===== config.mk =====
export PLATFORM = sky130hd
export DESIGN_NAME = exercise_1_flat
export DESIGN_NICKNAME = d
export VERILOG_FILES = /design/src/rtl/exercise_1_pkg.sv /design/src/rtl/exercise_1_if.sv /design/src/rtl/exercise_1_restoring_divider.sv /design/src/rtl/exercise_1.sv /design/src/flat_wrapper.sv
export SDC_FILE = /design/constraint.sdc
export NUM_CORES = 1
export LEC_CHECK = 0
export BUFFER_PORTS_ARGS = -buffer_cell sky130_fd_sc_hd__buf_4
export CORE_MARGIN = 3
export CORE_UTILIZATION = 45
export DETAILED_ROUTE_END_ITERATION = 7
export GPL_ROUTABILITY_DRIVEN = 0
export MAX_ROUTING_LAYER = met4
export PLACE_DENSITY_LB_ADDON = 0.08
export SYNTH_ARGS = -nofsm -noshare
export SYNTH_HDL_FRONTEND = slang
export SYNTH_HIERARCHICAL = 1
export SYNTH_SLANG_ARGS = --single-unit

===== constraint.sdc =====
create_clock -name clk -period 20.6 [get_ports clk]
set_input_delay 1.03 -clock clk [delete_from_list [all_inputs] [get_ports clk]]
set_output_delay 1.03 -clock clk [all_outputs]
set_load 0.01 [all_outputs]

===== src/rtl/exercise_1_pkg.sv =====
// Shared constants for the selectable unsigned divider: default width and pair-select codes.
package exercise_1_pkg;

    localparam int WIDTH_DEFAULT = 8;

    typedef enum logic [1:0] {
        SEL_AB = 2'b00,
        SEL_BC = 2'b01,
        SEL_CD = 2'b10,
        SEL_DA = 2'b11
    } sel_e;

endpackage


===== src/rtl/exercise_1_if.sv =====
// Operand/result bundle for the divider: four operands and a pair select in, quotient and error out.
interface exercise_1_if
    import exercise_1_pkg::*;
#(
    parameter int WIDTH = WIDTH_DEFAULT
) ();

    logic [WIDTH-1:0] A;
    logic [WIDTH-1:0] B;
    logic [WIDTH-1:0] C;
    logic [WIDTH-1:0] D;
    logic [1:0]       select;
    logic [WIDTH-1:0] out;
    logic             error;

    modport master (
        output A, B, C, D, select,
        input  out, error
    );

    modport slave (
        input  A, B, C, D, select,
        output out, error
    );

endinterface


===== src/rtl/exercise_1_restoring_divider.sv =====
// Combinational unsigned restoring divider: one shift/trial-subtract/restore row per quotient bit.
module restoring_divider #(
    parameter int WIDTH = 8
) (
    input  logic [WIDTH-1:0] dividend_i,
    input  logic [WIDTH-1:0] divisor_i,
    output logic [WIDTH-1:0] quotient_o,
    output logic [WIDTH-1:0] remainder_o,
    output logic             div_by_zero_o
);

    logic [WIDTH-1:0] rem_row [WIDTH+1];

    assign rem_row[0] = '0;

    for (genvar r = 0; r < WIDTH; r++) begin : g_row
        logic [WIDTH-1:0] trial_low;
        logic             fits;

        // The bit shifted out of the partial remainder makes the trial value exceed any
        // WIDTH-bit divisor, so the subtraction always fits and wraps back into WIDTH bits.
        assign trial_low = {rem_row[r][WIDTH-2:0], dividend_i[WIDTH-1-r]};
        assign fits      = rem_row[r][WIDTH-1] | (trial_low >= divisor_i);

        assign quotient_o[WIDTH-1-r] = fits;
        assign rem_row[r+1]          = fits ? (trial_low - divisor_i) : trial_low;
    end

    assign remainder_o   = rem_row[WIDTH];
    assign div_by_zero_o = (divisor_i == '0);

endmodule


===== src/rtl/exercise_1.sv =====
// Registered four-operand divider: picks a dividend/divisor pair, divides, and registers quotient and error.
module exercise_1
    import exercise_1_pkg::*;
#(
    parameter int WIDTH = WIDTH_DEFAULT
) (
    input  logic        clk,
    input  logic        rst,
    exercise_1_if.slave bus
);

    logic [WIDTH-1:0] dividend;
    logic [WIDTH-1:0] divisor;
    logic [WIDTH-1:0] out_d;
    logic [WIDTH-1:0] out_q;
    logic             error_d;
    logic             error_q;

    always_comb begin
        dividend = bus.A;
        divisor  = bus.B;
        case (sel_e'(bus.select))
            SEL_AB: begin dividend = bus.A; divisor = bus.B; end
            SEL_BC: begin dividend = bus.B; divisor = bus.C; end
            SEL_CD: begin dividend = bus.C; divisor = bus.D; end
            SEL_DA: begin dividend = bus.D; divisor = bus.A; end
            default: ;
        endcase
    end

    restoring_divider #(
        .WIDTH (WIDTH)
    ) u_div (
        .dividend_i    (dividend),
        .divisor_i     (divisor),
        .quotient_o    (out_d),
        .remainder_o   (),
        .div_by_zero_o (error_d)
    );

    always_ff @(posedge clk) begin
        if (rst) begin
            out_q   <= '0;
            error_q <= 1'b0;
        end else begin
            out_q   <= out_d;
            error_q <= error_d;
        end
    end

    assign bus.out   = out_q;
    assign bus.error = error_q;

endmodule


===== src/flat_wrapper.sv =====
// flat-port wrapper written by rule: the top's interface ports become plain ports
module exercise_1_flat import exercise_1_pkg::*;
#(
    parameter int WIDTH = WIDTH_DEFAULT
)
  (clk, rst, bus_A, bus_B, bus_C, bus_D, bus_select, bus_out, bus_error);
  exercise_1_if #(.WIDTH(WIDTH)) bus_i ();
  input  logic clk;
  input  logic rst;
  input wire logic [$bits(bus_i.A)-1:0] bus_A;
  input wire logic [$bits(bus_i.B)-1:0] bus_B;
  input wire logic [$bits(bus_i.C)-1:0] bus_C;
  input wire logic [$bits(bus_i.D)-1:0] bus_D;
  input wire logic [$bits(bus_i.select)-1:0] bus_select;
  output wire logic [$bits(bus_i.out)-1:0] bus_out;
  output wire logic [$bits(bus_i.error)-1:0] bus_error;
  assign bus_i.A = bus_A;
  assign bus_i.B = bus_B;
  assign bus_i.C = bus_C;
  assign bus_i.D = bus_D;
  assign bus_i.select = bus_select;
  assign bus_out = bus_i.out;
  assign bus_error = bus_i.error;
  exercise_1 #(.WIDTH(WIDTH)) u_core (.clk(clk), .rst(rst), .bus(bus_i));
endmodule

==> out/qor_table.md <==
| Item | Value |
| --- | --- |
| Cell at the root of the clock tree | sky130_fd_sc_hd__clkbuf_8 |
| Worst slack, placed | 1.88 ns |
| Outcome | finished clean |
| Met2 wire len | 5100 um |
| Most frequent CP cell | sky130_fd_sc_hd__ha_1 |
| Die extent in x | 101 um |
| Starting density of the core | 0.467 |
| Number of warning messages in the yosys log | 6 |
| CTS tree | built |
| Site row count | 34 |
| Via count of the first global-routing pass | 3694 |
| Cell area power density | 139 mW/mm2 |
| Layout fillers | 869 |
| Leftover overflow at the end of global routing | 0 |
| Commonest non-fill, non-tap cell in the layout | sky130_fd_sc_hd__ha_1 |
| Via density per instance | 6.18 |
| Final number of setup-violating endpoints | 0 |
| Total wirelength of the detailed-routed design | 11100 um |
| Maximum fanout along the worst path | 18 |
| GR Util All Layers | 0.221 |
| Type of element capturing the critical path | flip-flop |
| Top metal layer carrying routed signals | met4 |
| Number of buffers inserted for hold repair after clock tree synthesis | 0 |
| Power after layout | 619 uW |
| Cell area reported after detailed placement | 0.00441 mm2 |
| Nets | 630 |
| Peak per-stage delay on the critical path | 0.94 ns |
| Post-CTS setup buffer count | 0 |
| Number of max-slew violations in the final report | 0 |
| First drt pass iteration count | 5 |
| Upper clock frequency limit | 0.0533 GHz |
| Wire length on met1 | 5370 um |
| Largest net degree at the start of global routing | 19 |
| DR DRC count | 0 |
| Final worst path period share | 0.910 |
| Total of buffers placed on input and output ports | 44 |
| Setup TNS | 0 ns |
| Sequential cell area | 180 um2 |
| Chip height | 101 um |
| Minimum period implied by the final worst setup slack | 18.76 ns |
| Max rail drop VDD | 0.0885 mV |
| Detail-routed net length per standard cell | 17.5 um |
| Mapped Nets | 602 |
| Worst Tran Pin Value | 0.766 ns |
| Worst setup margin | 1.84 ns |
| Average cell area after synthesis | 8.16 um2 |
| CTS clk-pin slew, worst paths | 0.04 ns |
| Arrival time worst endpoint | 18.88 ns |
| Number of clock buffers inserted by TritonCTS | 3 |
| Cell leakage power | 2.10 nW |
| Leading cell types in the layout, fill and taps excluded | sky130_fd_sc_hd__ha_1, sky130_fd_sc_hd__buf_4, sky130_fd_sc_hd__inv_1, sky130_fd_sc_hd__nor2_1, sky130_fd_sc_hd__nand2_1 |
| I/O pins | 45 |
| RSZ-0062 raised after global routing | no |
| Number of diodes | 0 |
| Final antenna-violating net count | 0 |
| Wire length of the first global-routing pass | 17800 um |
| Utilization after layout | 0.508 |
| Vias | 3937 |
| Element type at the critical path start | input pin |
| Cell area after technology mapping | 0.00410 mm2 |
| Clock net sink count | 9 |
| CP Class | input pin to flip-flop |
| Cell with the biggest individual delay on the critical path | sky130_fd_sc_hd__mux4_1 |
| Max-cap violation count | 0 |
| Cts repair resizes | 0 |
| CTS max path bufs | 2 |
| Die Area | 0.0103 mm2 |
| Share of final-layout standard cells stronger than drive strength 1 | 0.153 |
| Critical path required time | 20.72 ns |
| Final Hold Vio Count | 0 |
| Total length of routed met3 wires | 503 um |
| Initial antenna violation count | 0 |
| Min-Delay Path Class | input pin to flip-flop |
| Multi-input gate area | 0.00361 mm2 |
| Placeable core region | 0.00876 mm2 |
| Syn Inst Count | 502 |
| HPWL reported at the end of detailed placement | 9350 um |
| Tightest slew margin relative to the limit | 0.482 |
| Area Growth Syn to Fin | 8.74% |
| H-tree level count | 1 |
| Starting DRC count in detailed routing | 230 |
| Area of all placed cells without fillers | 0.00445 mm2 |
-- final cells by class --
type                    instances  share of cell area
inverters                      41              0.0346
flip-flops and latches          9              0.0405
multi-input cells             431               0.810
repair buffers                 44              0.0742
well taps                     108              0.0303
clock buffers                   4              0.0101
-- final timing paths --
kind           endpoint          start  depth (start not counted)
min   u_core/bus.out[4]            rst                          2
max   u_core/bus.out[0]  bus_select[0]                         68
-- worst max-delay path: cells and delay by family --
| family | cells | cell delay [ns] |
|---|---|---|
| AND/OR/NAND/NOR | 16 | 3.94 |
| AO/OA/AOI/OAI | 34 | 7.72 |
| multiplexers | 4 | 2.00 |
| buffers and inverters | 6 | 1.34 |
| adder cells (fa/ha/maj) | 8 | 2.80 |
-- where the power goes --
group          total (mW)  internal (mW)  leakage (nW)  switching (mW)
Sequential         0.0220         0.0213        0.0735        0.000682
Combinational       0.577          0.271          2.01           0.306
Clock              0.0196         0.0134        0.0228         0.00621
-- through the flow --
stage / std cells / hold slack (ns)
final: 637 / 1.03
after global routing: 637 / 1.04
after CTS: 637 / 1.03
after detailed placement: 633 / 1.27
after global placement: 633 / 1.27
after floorplan: 502 / 1.10
-- sequential cells by signal, summed over array words and instances (netlist names) --
name / flops
u_core/bus.out: 8
u_core/bus.error: 1
-- per-layer routing --
layer,vias to the layer above,track usage
met5,-,-
met2,134,0.351
li1,1943,-
met3,17,0.0110
met4,0,0.0562
met1,1843,0.309
Power figures use the tool's default switching activity.
